### src/rtl/aq_tape_pkg.sv
// Shared types and defaults for the Aquarius cassette capture engine.
// Holds the recorder state set, cycle classes and the cycle-length classifier.
package aq_tape_pkg;

   localparam int unsigned CNT_W          = 21;
   localparam int unsigned DEF_ADDR_W     = 16;
   localparam int unsigned DEF_MIN_CYCLE  = 300;
   localparam int unsigned DEF_SHORT_MAX  = 1100;
   localparam int unsigned DEF_LONG_MAX   = 2200;
   localparam int unsigned DEF_LEADER_MIN = 8;
   localparam int unsigned DEF_TIMEOUT    = 1_789_773;

   typedef enum logic [2:0] {
      IDLE,
      LEADER,
      DATA,
      STOP,
      SYNC,
      DONE
   } tape_rec_state_t;

   typedef enum logic [1:0] {
      GLITCH,
      ONE,
      ZERO,
      BREAK
   } cyc_class_t;

   // Map a measured cycle length (in ticks) onto its line-code meaning.
   function automatic cyc_class_t classify(input logic [CNT_W-1:0] len,
                                           input int unsigned      min_cycle,
                                           input int unsigned      short_max,
                                           input int unsigned      long_max);
      cyc_class_t cls;
      if (32'(len) < min_cycle)       cls = GLITCH;
      else if (32'(len) <= short_max) cls = ONE;
      else if (32'(len) <= long_max)  cls = ZERO;
      else                            cls = BREAK;
      return cls;
   endfunction

endpackage

### src/rtl/aq_tape_cycle_meter.sv
// Measures cassette cycle lengths between rising edges of the synchronised level
// and reports one classified cycle per accepted edge, plus a silence timeout level.
module aq_tape_cycle_meter
   import aq_tape_pkg::*;
#(
   parameter int unsigned MIN_CYCLE = DEF_MIN_CYCLE,
   parameter int unsigned SHORT_MAX = DEF_SHORT_MAX,
   parameter int unsigned LONG_MAX  = DEF_LONG_MAX,
   parameter int unsigned TIMEOUT   = DEF_TIMEOUT
) (
   input  logic       clk,
   input  logic       reset_n,
   input  logic       ce_tick,
   input  logic       cass_out,
   output logic       cyc_valid,
   output cyc_class_t cyc_class,
   output logic       timeout
);

   localparam logic [CNT_W-1:0] CNT_MAX     = '1;
   localparam logic [CNT_W-1:0] TIMEOUT_CNT = CNT_W'(TIMEOUT);

   logic [2:0]       sync;
   logic             rise_c;
   logic             accept_c;
   logic [CNT_W-1:0] cnt;
   cyc_class_t       class_c;

   assign rise_c   = sync[1] & ~sync[2];
   assign class_c  = classify(cnt, MIN_CYCLE, SHORT_MAX, LONG_MAX);
   assign accept_c = rise_c && (class_c != GLITCH);

   // sync[1:0] is the 2-FF synchroniser, sync[2] the edge-detect history
   always_ff @(posedge clk or negedge reset_n) begin
      if (!reset_n) sync <= '0;
      else          sync <= {sync[1:0], cass_out};
   end

   // Glitch edges leave the counter running so the real cycle is measured whole
   always_ff @(posedge clk or negedge reset_n) begin
      if (!reset_n)                        cnt <= '0;
      else if (accept_c)                   cnt <= '0;
      else if (ce_tick && cnt != CNT_MAX)  cnt <= cnt + 1'b1;
   end

   always_ff @(posedge clk or negedge reset_n) begin
      if (!reset_n) begin
         cyc_valid <= 1'b0;
         cyc_class <= GLITCH;
         timeout   <= 1'b0;
      end else begin
         cyc_valid <= accept_c;
         cyc_class <= class_c;
         timeout   <= (cnt >= TIMEOUT_CNT);
      end
   end

endmodule

### src/rtl/aq_tape_recorder.sv
// Cassette capture engine: decodes framed bytes from the CPU's cassette output
// and writes them sequentially into a capture RAM for later CAQ upload.
module aq_tape_recorder
   import aq_tape_pkg::*;
#(
   parameter int unsigned ADDR_W     = DEF_ADDR_W,
   parameter int unsigned MIN_CYCLE  = DEF_MIN_CYCLE,
   parameter int unsigned SHORT_MAX  = DEF_SHORT_MAX,
   parameter int unsigned LONG_MAX   = DEF_LONG_MAX,
   parameter int unsigned LEADER_MIN = DEF_LEADER_MIN,
   parameter int unsigned TIMEOUT    = DEF_TIMEOUT
) (
   input  logic              clk,
   input  logic              reset_n,
   input  logic              ce_tick,
   input  logic              cass_out,
   input  logic              arm,
   output logic              wr_en,
   output logic [ADDR_W-1:0] wr_addr,
   output logic [7:0]        wr_data,
   output logic [ADDR_W-1:0] length,
   output logic              recording,
   output logic              done,
   output logic              frame_err,
   output logic              overrun
);

   localparam int unsigned      RUN_W    = $clog2(LEADER_MIN + 2);
   localparam logic [RUN_W-1:0] RUN_MAX  = '1;
   localparam logic [ADDR_W-1:0] ADDR_MAX = '1;

   logic       cyc_valid;
   cyc_class_t cyc_class;
   logic       timeout;
   logic       bit_c;

   tape_rec_state_t   state, state_nxt;
   logic [RUN_W-1:0]  run_cnt, run_nxt;
   logic [6:0]        shreg, sh_nxt;
   logic [2:0]        bit_cnt, bit_nxt;
   logic              stop_cnt, stop_nxt;
   logic              wr_en_nxt, done_nxt, rec_nxt, fe_nxt, ov_nxt;
   logic [ADDR_W-1:0] addr_nxt, len_nxt;
   logic [7:0]        data_nxt;

   aq_tape_cycle_meter #(
      .MIN_CYCLE (MIN_CYCLE),
      .SHORT_MAX (SHORT_MAX),
      .LONG_MAX  (LONG_MAX),
      .TIMEOUT   (TIMEOUT)
   ) u_meter (
      .clk       (clk),
      .reset_n   (reset_n),
      .ce_tick   (ce_tick),
      .cass_out  (cass_out),
      .cyc_valid (cyc_valid),
      .cyc_class (cyc_class),
      .timeout   (timeout)
   );

   assign bit_c = (cyc_class == ONE);

   always_ff @(posedge clk or negedge reset_n) begin
      if (!reset_n) state <= IDLE;
      else          state <= state_nxt;
   end

   always_comb begin
      state_nxt = state;
      run_nxt   = run_cnt;
      sh_nxt    = shreg;
      bit_nxt   = bit_cnt;
      stop_nxt  = stop_cnt;
      wr_en_nxt = 1'b0;
      data_nxt  = wr_data;
      addr_nxt  = wr_addr;
      len_nxt   = length;
      fe_nxt    = frame_err;
      ov_nxt    = overrun;

      // Retire the write issued last clk; the top address never wraps
      if (wr_en) begin
         if (length != ADDR_MAX)  len_nxt = length + 1'b1;
         if (wr_addr == ADDR_MAX) ov_nxt = 1'b1;
         else                     addr_nxt = wr_addr + 1'b1;
      end

      case (state)
         IDLE: begin
            if (arm) begin
               state_nxt = LEADER;
               len_nxt   = '0;
               addr_nxt  = '0;
               fe_nxt    = 1'b0;
               ov_nxt    = 1'b0;
               run_nxt   = '0;
            end
         end
         DONE: begin
            if (!arm) state_nxt = IDLE;
         end
         default: begin
            if (!arm) begin
               state_nxt = DONE;
            end else if (wr_en && wr_addr == ADDR_MAX) begin
               state_nxt = DONE;
            end else if (timeout && length != '0) begin
               state_nxt = DONE;
            end else if (cyc_valid) begin
               case (state)
                  LEADER: begin
                     if (cyc_class == ONE) begin
                        if (run_cnt != RUN_MAX) run_nxt = run_cnt + 1'b1;
                     end else if (cyc_class == ZERO && 32'(run_cnt) >= LEADER_MIN) begin
                        state_nxt = DATA;
                        bit_nxt   = '0;
                     end else begin
                        run_nxt = '0;
                     end
                  end
                  DATA: begin
                     if (cyc_class == BREAK) begin
                        state_nxt = LEADER;
                        run_nxt   = '0;
                     end else begin
                        sh_nxt  = {bit_c, shreg[6:1]};
                        bit_nxt = bit_cnt + 1'b1;
                        if (bit_cnt == 3'd7) begin
                           wr_en_nxt = 1'b1;
                           data_nxt  = {bit_c, shreg};
                           state_nxt = STOP;
                           stop_nxt  = 1'b0;
                        end
                     end
                  end
                  STOP: begin
                     if (cyc_class == BREAK) begin
                        state_nxt = LEADER;
                        run_nxt   = '0;
                     end else begin
                        if (cyc_class == ZERO) fe_nxt = 1'b1;
                        if (stop_cnt) state_nxt = SYNC;
                        else          stop_nxt  = 1'b1;
                     end
                  end
                  SYNC: begin
                     if (cyc_class == ZERO) begin
                        state_nxt = DATA;
                        bit_nxt   = '0;
                     end else if (cyc_class == BREAK) begin
                        state_nxt = LEADER;
                        run_nxt   = '0;
                     end
                  end
                  default: ;
               endcase
            end
         end
      endcase

      done_nxt = (state_nxt == DONE) && (state != DONE);
      rec_nxt  = (state_nxt != IDLE) && (state_nxt != DONE);
   end

   always_ff @(posedge clk or negedge reset_n) begin
      if (!reset_n) begin
         run_cnt   <= '0;
         shreg     <= '0;
         bit_cnt   <= '0;
         stop_cnt  <= 1'b0;
         wr_en     <= 1'b0;
         wr_addr   <= '0;
         wr_data   <= '0;
         length    <= '0;
         recording <= 1'b0;
         done      <= 1'b0;
         frame_err <= 1'b0;
         overrun   <= 1'b0;
      end else begin
         run_cnt   <= run_nxt;
         shreg     <= sh_nxt;
         bit_cnt   <= bit_nxt;
         stop_cnt  <= stop_nxt;
         wr_en     <= wr_en_nxt;
         wr_addr   <= addr_nxt;
         wr_data   <= data_nxt;
         length    <= len_nxt;
         recording <= rec_nxt;
         done      <= done_nxt;
         frame_err <= fe_nxt;
         overrun   <= ov_nxt;
      end
   end

endmodule

### config.mk
export PLATFORM = sky130hd
export DESIGN_NAME = aq_tape_recorder
export DESIGN_NICKNAME = d
export VERILOG_FILES = /design/src/rtl/aq_tape_pkg.sv /design/src/rtl/aq_tape_cycle_meter.sv /design/src/rtl/aq_tape_recorder.sv
export SDC_FILE = /design/constraint.sdc
export NUM_CORES = 1
export LEC_CHECK = 0
export ABC_CLOCK_PERIOD_IN_PS = 3800
export BUFFER_PORTS_ARGS = -buffer_cell sky130_fd_sc_hd__buf_2
export CAP_MARGIN = 25
export CORE_ASPECT_RATIO = 1.2
export CORE_UTILIZATION = 64
export CTS_CLUSTER_DIAMETER = 150
export DETAILED_ROUTE_END_ITERATION = 12
export PLACE_DENSITY = 0.86
export SYNTH_ARGS = -nofsm -noshare
export SYNTH_HDL_FRONTEND = slang
export SYNTH_SLANG_ARGS = --single-unit
### constraint.sdc
create_clock -name clk -period 3.8 [get_ports clk]
set_input_delay 0.19 -clock clk [delete_from_list [all_inputs] [get_ports clk]]
set_output_delay 0.19 -clock clk [all_outputs]
set_load 0.03 [all_outputs]
; ---- Word level (Yosys, flattened, before mapping)
; Cells that the tools add are included.
[classes]
addsub = 5
magnitude_cmp = 5
eq_ne = 28
muxes = 71
bitwise_logic = 7
n_reduce_logical = 26
[ops]
columns = op, count
row1 = $mux W16, 8
row2 = $mux W3, 18
row3 = $mux W21, 2
row4 = $mux W4, 10
row5 = $add A16 B1 Y16 const B, 2
row6 = $mux W1, 24
row7 = $add A21 B1 Y21 const B, 1
row8 = $ge A21 B21 Y1 const B, 1
row9 = $le A21 B11 Y1 const B, 1
row10 = $le A21 B12 Y1 const B, 1
row11 = $lt A21 B9 Y1 const B, 1
row12 = $ne A21 B21 Y1 const B, 1
row13 = $reduce_and A9 Y1, 2
row14 = $eq A16 B16 Y1 const B, 1
row15 = $ne A16 B16 Y1 const B, 1
row16 = $reduce_and A8 Y1, 2
row17 = $reduce_bool A16 Y1, 1
row18 = $eq A3 B3 Y1 const B, 4
row19 = $ne A2 B2 Y1 const B, 6
row20 = $ne A4 B4 Y1 const B, 3
row21 = $pmux W3 S4, 1
row22 = $pmux W4 S3, 1
row23 = $reduce_bool A2 Y1, 6
row24 = $reduce_and A10 Y1, 1
row25 = other kinds (23), 43
[word_totals]
ff_bits = 91
inputBits = 5
word_cells = 160

; ---- Logic depth before layout (Yosys ltp)
; Gate-level depths: netlist of the first run.
[depth]
depth_word = 12
ltp_mapped = 8

; ---- By module
; Synthesis of the first run repeated with hierarchy kept, for this count alone.
[hier_totals]
hier_cells = 510
hier_area_um2 = 4983.5
[modules_own_cells]
columns = module, n_inst, cells_each, area_per_inst_um2
row1 = aq_tape_recorder, 1, 342, 3450.8
row2 = aq_tape_cycle_meter, 1, 168, 1532.7

; ---- Worst setup path after synthesis of the first run
; Ideal clock, no wire load.
[synth_path]
path_type = reg-to-reg
start = reg length[0]
end = reg wr_data[1]
setup_time_ps = 125
arrival_ps = 2241
setup_slack_ps = 1434
stages_incl_launch_ff = 9
path_buffers = 1
synth_period_minus_slack_ps = 2366
path_cell_list = dfrtp_1 inv_1 ha_1 nor4b_1 a41oi_1 or3_1 buf_2 nor2_4 mux2_2
[synth_between]
elab_chain_len = 4
[synth_rtl]
columns = item, line
row1 = start: declaration, aq_tape_recorder.sv:21  ; output logic [ADDR_W-1:0] length,
row2 = start signal: assignment, aq_tape_recorder.sv:187  ; length <= len_nxt;
row3 = $reduce_bool A16 Y1, aq_tape_recorder.sv:107  ; end else if (timeout && length != '0) begin
row4 = $logic_and A1 B1 Y1, aq_tape_recorder.sv:107
row5 = $not A1 Y1 (no source line), -
row6 = $reduce_and A8 Y1 (no source line), -
row7 = end signal: assignment, aq_tape_recorder.sv:186  ; wr_data <= data_nxt;
row8 = end: declaration, aq_tape_recorder.sv:20  ; output logic [7:0] wr_data,
; Every way passes these cells.
; A chain may end at the register's enable or synchronous reset.

; ---- Worst setup path after layout of the first run
[layout_path]
start = reg length[0]
end = reg wr_data[7]
; Same word-level chain as after synthesis.

==> results of run 1 <==
## kinds of logic after synthesis
logic type / after synthesis / share of synthesized area [%]
AOI/OAI and AO/OA: 89 / 13.2
xor gates and xnor gates: 30 / 5.32
adders and majority gates: 10 / 2.53
buffers and inverters: 40 / 3.57
DFF: 91 / 46.1
muxes: 24 / 5.32
and+or+nand+nor: 220 / 23.9
## repair_timing
item                      4_1_cts  5_1_grt
hold endpoints to repair       58        0
buffers inserted                0        0
hold buffers                    2        0
## state kept, by name, indices dropped and copies added, names as in the netlist, 2 cells and up
signal	flops
u_meter.cnt	21
length	16
wr_addr	16
wr_data	8
shreg	7
run_cnt	4
bit_cnt	3
state	3
u_meter.sync	3
u_meter.cyc_class	2
## layout by cell type (no fill, tap or decap), types with 3 or more instances in the layout
| cell type | n |
|---|---|
| clkbuf_8 | 10 |
| mux2_2 | 16 |
| nor4_1 | 13 |
| buf_2 | 48 |
| ha_1 | 10 |
| nor2_1 | 56 |
| o41ai_1 | 3 |
| or2_2 | 3 |
| a21o_1 | 5 |
| nor2b_1 | 4 |
| and2_1 | 5 |
| nand2_1 | 28 |
| a31oi_1 | 6 |
| nand3_1 | 25 |
| dfrtp_1 | 91 |
| xnor2_1 | 25 |
| a211oi_1 | 4 |
| and3_1 | 7 |
| or4_1 | 6 |
| nor3_1 | 21 |
| o21ai_0 | 16 |
| a21oi_2 | 8 |
| and4_1 | 4 |
| mux2i_1 | 6 |
| buf_4 | 5 |
| nor2_2 | 4 |
| a21boi_0 | 3 |
| or3_1 | 10 |
| nand2b_1 | 3 |
| o31ai_1 | 4 |
| nor3b_1 | 4 |
| o21bai_1 | 3 |
| a311oi_1 | 3 |
| a41oi_1 | 3 |
| xor2_1 | 5 |
| inv_1 | 19 |
| a21oi_1 | 15 |
| nand4_1 | 12 |
## power by group through the flow
| stage | registers (W) | logic, W | clock network [W] |
|---|---|---|---|
| floorplan | 0.00141 | 0.000475 | 0 |
| global placement | 0.00134 | 0.000752 | 0 |
| detailed placement | 0.00135 | 0.000766 | 0 |
| CTS | 0.00133 | 0.000772 | 0.000615 |
| global route | 0.00137 | 0.000866 | 0.000647 |
| finish | 0.00134 | 0.000769 | 0.000600 |
## per-stage QoR
stage	area, sq um	power [W]	hold slack [ps]	cells
floorplan	4940	0.00189	-106	504
detailed placement	5220	0.00211	289	626
global placement	5220	0.00209	279	626
CTS	5410	0.00272	110	643
finish	5410	0.00270	120	643
global route	5410	0.00288	123	643
## critical path, cell delays in order (launching register included)
cell and delay (ps):
dfrtp_1 450, inv_1 80, ha_1 140, nor4b_1 270, a41oi_1 270, or3_1 630, nor2_4 300, mux2_2 370
## path summary, 6_finish.rpt
| path | from | end | slack (ps) | depth (start not counted) |
|---|---|---|---|---|
| min in group asynchronous | reset_n | wr_addr[5]$_DFF_PN0_ | 420 | 2 |
| max reg2reg | length[0]$_DFF_PN0_ | wr_data[7]$_DFFE_PN0P_ | 1160 | 7 |
| max | length[0]$_DFF_PN0_ | wr_data[7]$_DFFE_PN0P_ | 1160 | 7 |
| max in group asynchronous | reset_n | wr_addr[14]$_DFF_PN0_ | 2470 | 3 |
| min reg2reg | u_meter.sync[0]$_DFF_PN0_ | u_meter.sync[1]$_DFF_PN0_ | 350 | 0 |
| min | arm | state[0]$_DFF_PN0_ | 120 | 2 |
## final cells by class
cell class | count | share of cell area (%)
clock buffers | 10 | 2.54
flip-flops and latches | 91 | 42.1
inverters | 19 | 1.32
multi-input cells | 373 | 45.9
clock inverters | 5 | 0.647
repair buffers | 55 | 5.50
well taps | 90 | 2.08
## metal layers
layer  track usage (%)  vias to the layer above  part of all wire [%]
met2              43.9                      124                    49
met3              3.55                       21                   4.2
met5                 0                        -                     0
met4              12.0                        0                   2.0
met1              35.0                     1917                    45
li1                  -                     1918                     -
==> impl_metrics.json, run 1 <==
{
  "synth_top_flop_cell": "dfrtp_1",
  "gp_congestion": 0.967,
  "diodes": 0,
  "clkTransAtPathRegs_ps": 90,
  "required_ps": 4050,
  "synth_commonest_cells": "dfrtp_1 (91), nor2_1 (56), nand2_1 (28)",
  "hold_path.class": "in2reg",
  "drt_first_iter_violations": 291,
  "p_per_area_nw_per_um2": 499,
  "slew_violations": 0,
  "combPwrFrac_pct": 28.4,
  "initial_core_util_pct": 67.1,
  "fin_util_pct": 73.6,
  "worstPathArrival_ps": 2890,
  "regArea_sq_um": 2280,
  "dp_hpwl_um": 6990,
  "rows": 34,
  "grt_start_max_net_pins": 59,
  "rsz0062_at_grt": "false",
  "worst_slew_pin_slew_ps": 857,
  "slew_headroom_pct": 42.3,
  "p_sw_share_pct": 39.2,
  "grt_first_pass_wirelength_um": 17000,
  "worst_ir_drop_vdd_v": 0.000359,
  "clkPwrFrac_pct": 22.2,
  "synth_top_area_cell": "dfrtp_1",
  "synth-edff-count": 0,
  "finalNetCount": 564,
  "syn_nets": 519,
  "skew_ps": 13.8,
  "ys_seq_elements": 91,
  "crit_path_end_kind": "flip-flop",
  "multiInputGateArea_sq_um": 2480,
  "p_seq_share_pct": 49.4,
  "yosysMostFrequentCell": "dfrtp_1",
  "pre_cts_ws_ps": 1170,
  "portBuffers": 49,
  "cts.repair.resized": 0,
  "vias": 3980,
  "synthesis.area_sq_um": 4940,
  "wl_um": 9990,
  "viasPerCell": 6.19,
  "layout-drive-gt1-share_pct": 19.2,
  "p_leak_nw": 2.45,
  "first_global_vias": 3760,
  "setup_tns_ps": 0,
  "gr-total-overflow": 0,
  "drv_cap": 0,
  "cts_tree": "built",
  "dr.pass1.iters": 4,
  "area_growth_pct": 9.68,
  "finalCritPeriodShare_pct": 69.3,
  "antenna_found_initial": 0,
  "drc_errors": 0,
  "critPathKind": "reg2reg",
  "ant_nets": 0,
  "coreArea_sq_um": 7360,
  "dieArea_sq_um": 8070,
  "clkSinkCount": 91,
  "htreeDepth": 3,
  "fp.dieW_um": 82.2,
  "synth_cell_type_count": 65,
  "grt_usage_pct": 26.9,
  "nFillCells": 508,
  "outcome": "finished clean",
  "synth_area_leaders": "dfrtp_1 (46%), xnor2_1 (4.4%), nor2_1 (4.3%), mux2_2 (3.7%), ha_1 (2.5%)",
  "die_h_um": 98.2,
  "clk_latency_ps": 370,
  "ys_warn_count": 0,
  "fmaxAchievable_ghz": 0.379,
  "ios": 50,
  "setup_slack_ps": 1160,
  "cts_max_path_buffers": 2,
  "finalHoldViolations": 0,
  "period_needed_ps": 2640,
  "critPathLaunchType": "flip-flop",
  "yosysSeqAreaShare_pct": 46.1,
  "async_flop_share_pct": 100,
  "worst-path-max-fanout": 9,
  "power.internal_w": 0.00164,
  "synth_top_area_share_pct": 46.1,
  "wl_per_cell_um": 15.5,
  "cts_inserted_buffers": 9,
  "clockRootBuffer": "clkbuf_8",
  "setup_viol": 0,
  "synth.avg_cell_area_sq_um": 9.79,
  "synthCells": 504,
  "p_sw_w": 0.00106
}
No activity file was read; power rests on OpenSTA's default activity.
==> run 2: changes to the inputs <==
Settings changed: ABC_AREA from default to 1, ABC_CLOCK_PERIOD_IN_PS 3800 to 2150, CORE_UTILIZATION 64 to 54, PLACE_DENSITY 0.86 to 0.76.
Clock period 3.8 ns to 2.15 ns, I/O delays scaled along.
==> run 2 against run 1 <==
Net effect:
- sequential power increased by 59%
- total power rose by 89%
- synthesized cell count up 54%
- critical endpoint is now run_cnt[3]$_DFFE_PN0P_
- largest power group unchanged
==> impl_metrics.json, run 2 <==
{
  "outcome": "finished clean",
  "period_needed_ps": 2000,
  "grt_first_pass_wirelength_um": 22000,
  "dr.pass1.iters": 5,
  "worst-r2r-cell-count": 9,
  "cpPeakStageDelay_ps": 400,
  "layout_common_cells": "nand2_1 (195), nor2_1 (105), inv_1 (94), dfrtp_1 (91), nand3_1 (77)",
  "ios": 50,
  "wl_per_cell_um": 13.6,
  "rsz0062_at_grt": "true",
  "fp.dieW_um": 94.9,
  "clkSinkCount": 91,
  "power_w": 0.00512,
  "ys_seq_elements": 91,
  "cts_max_path_buffers": 2,
  "worst-path-max-fanout": 5,
  "nFillCells": 905,
  "synthesis.area_sq_um": 5590,
  "setup_viol": 0,
  "coreArea_sq_um": 10100,
  "r2r_setup_slack_ps": 150,
  "top_regs": "u_meter.cnt: 21 flops, length: 16 flops, wr_addr: 16 flops",
  "synth_top_flop_cell": "dfrtp_1",
  "regArea_sq_um": 2280,
  "largest_reg_flops": 21,
  "htreeDepth": 3,
  "worst_ir_drop_vdd_v": 0.000439,
  "fin_util_pct": 62.8,
  "drc_errors": 0,
  "hold_path_depth": 2,
  "clkTransAtPathRegs_ps": 60,
  "yosysMostFrequentCell": "nand2_1",
  "p_per_area_nw_per_um2": 811,
  "layout-drive-gt1-share_pct": 13.7,
  "finalCritPeriodShare_pct": 93.1,
  "finalHoldViolations": 0,
  "fmaxAchievable_ghz": 0.499,
  "worst_slew_pin_slew_ps": 587,
  "wl_um": 13000,
  "synth_top_area_share_pct": 40.7,
  "area_growth_pct": 12.9,
  "vias": 5268,
  "synth.avg_cell_area_sq_um": 7.22,
  "gp_congestion": 0.938,
  "yosysSeqAreaShare_pct": 40.7,
  "diodes": 0,
  "cts_inserted_buffers": 9,
  "synth_cell_type_count": 39,
  "synth_top_area_cell": "dfrtp_1",
  "critPathSlowestCell": "dfrtp_1",
  "pre_cts_ws_ps": 185,
  "drt_first_iter_violations": 267,
  "grt_usage_pct": 25.9,
  "cpMostUsedCell": "nand2_1",
  "viasPerCell": 5.48,
  "slew_violations": 0,
  "antenna_found_initial": 0,
  "multiInputGateArea_sq_um": 2830,
  "gr-total-overflow": 0,
  "hold_path.class": "in2reg",
  "clk_latency_ps": 340,
  "synth_area_leaders": "dfrtp_1 (41%), nand2_1 (13%), nor2_1 (7.2%), nand3_1 (7.0%), inv_1 (6.3%)",
  "p_leak_nw": 3.21,
  "cts_tree": "built",
  "crit_chain": "ha_1 -> nand3_1 -> nor2_1 -> nand3_1 -> o21ai_0 -> inv_1 -> nand2_1 -> nand2_1 -> nand2_1",
  "critPathKind": "reg2reg",
  "synth-edff-count": 0,
  "portBuffers": 49,
  "synthCells": 774,
  "drv_cap": 0,
  "timing.rr.end": "run_cnt[3]$_DFFE_PN0P_",
  "largest_register": "u_meter.cnt",
  "synth_commonest_cells": "nand2_1 (195), nor2_1 (107), inv_1 (94)",
  "finalNetCount": 847,
  "clockRootBuffer": "clkbuf_16",
  "critPathLaunchType": "flip-flop",
  "first_global_vias": 4908,
  "crit_path_end_kind": "flip-flop",
  "rows": 40,
  "r2r_start": "wr_addr[0]$_DFF_PN0_",
  "initial_core_util_pct": 55.6,
  "die_h_um": 113,
  "dieArea_sq_um": 10800,
  "setup_slack_ps": 148,
  "ys_warn_count": 0,
  "slew_headroom_pct": 60.8,
  "syn_nets": 789,
  "min_from": "arm",
  "whs_endpoint": "length[4]$_DFF_PN0_",
  "grt_start_max_net_pins": 48,
  "async_flop_share_pct": 100,
  "skew_ps": 8.65,
  "required_ps": 2430,
  "final_common_cell": "nand2_1",
  "dp_hpwl_um": 9640,
  "ant_nets": 0,
  "worstPathArrival_ps": 2280
}
## run 2: changes by cell type in the layout (fill, tap and decap cells not counted), sizes merged, moves of 11 or more
cell	change
buf	+11
inv	+77
mux2	-18
nand2	+172
nand3	+55
nor2	+50
o21ai	+34
xnor2	-24
xor2	+25
## run 2: worst max path at each step
stage | start | to
after floorplan | wr_addr[0]$_DFF_PN0_ | wr_addr[11]$_DFF_PN0_
after global placement | wr_addr[0]$_DFF_PN0_ | run_cnt[2]$_DFFE_PN0P_
after detailed placement | length[0]$_DFF_PN0_ | wr_data[3]$_DFFE_PN0P_
after CTS | wr_addr[0]$_DFF_PN0_ | run_cnt[2]$_DFFE_PN0P_
after global routing | length[0]$_DFF_PN0_ | shreg[5]$_DFFE_PN0P_
final | wr_addr[0]$_DFF_PN0_ | run_cnt[3]$_DFFE_PN0P_
## run 2: critical path, delay by kind of cell (launching register included)
kind                       cells  cell delay [ps]
AOI/OAI and AO/OA              1              350
adders and majority gates      1              200
buffers and inverters          1              180
DFF                            1              400
and+or+nand+nor                6              810
## run 2: cell type report
cell class | count | share of cell area [%]
multi-input cells | 566 | 44.7
flip-flops and latches | 91 | 36.1
repair buffers | 66 | 6.42
inverters | 98 | 5.83
clock buffers | 9 | 3.57
well taps | 126 | 2.50
clock inverters | 5 | 0.892
## run 2: logic make-up after synthesis
logic type	count (synthesis)	share of synthesized area (%)
buf+inv	117	8.93
xor+xnor	31	4.86
fa+ha+maj	10	2.24
flops	91	40.7
compound gates	86	9.04
simple gates	439	34.2
## run 2: power breakdown
part	leakage [nW]	internal, W	switching (W)
sequential	1.24	0.00190	0.000230
clock	0.137	0.000886	0.000658
combinational	1.83	0.000456	0.000996
## run 2: stage by stage
step / hold slack (ps) / std cells / setup TNS [ps] / area [sq um]
after global placement: 148 / 945 / 0 / 6000
after floorplan: -188 / 774 / 0 / 5590
final: 105 / 961 / 0 / 6310
after CTS: 94.4 / 961 / 0 / 6300
after detailed placement: 150 / 945 / 0 / 6000
after global routing: 120 / 961 / -1000 / 6310
## run 2: what timing repair did
action                                  CTS  global route
endpoints found under the setup margin    0            29
hold buffers                              2             0
endpoints found under the hold margin    45             0
resized for setup                         0             3
setup buffers                             0             0
## run 2: routing by layer
layer | vias up | part of all wire [%] | GRT usage (%)
met1 | 2455 | 43 | 31.7
met2 | 177 | 50 | 44.4
met4 | 0 | 2.6 | 11.2
li1 | 2602 | - | -
met5 | - | 0 | 0
met3 | 34 | 4.6 | 4.27
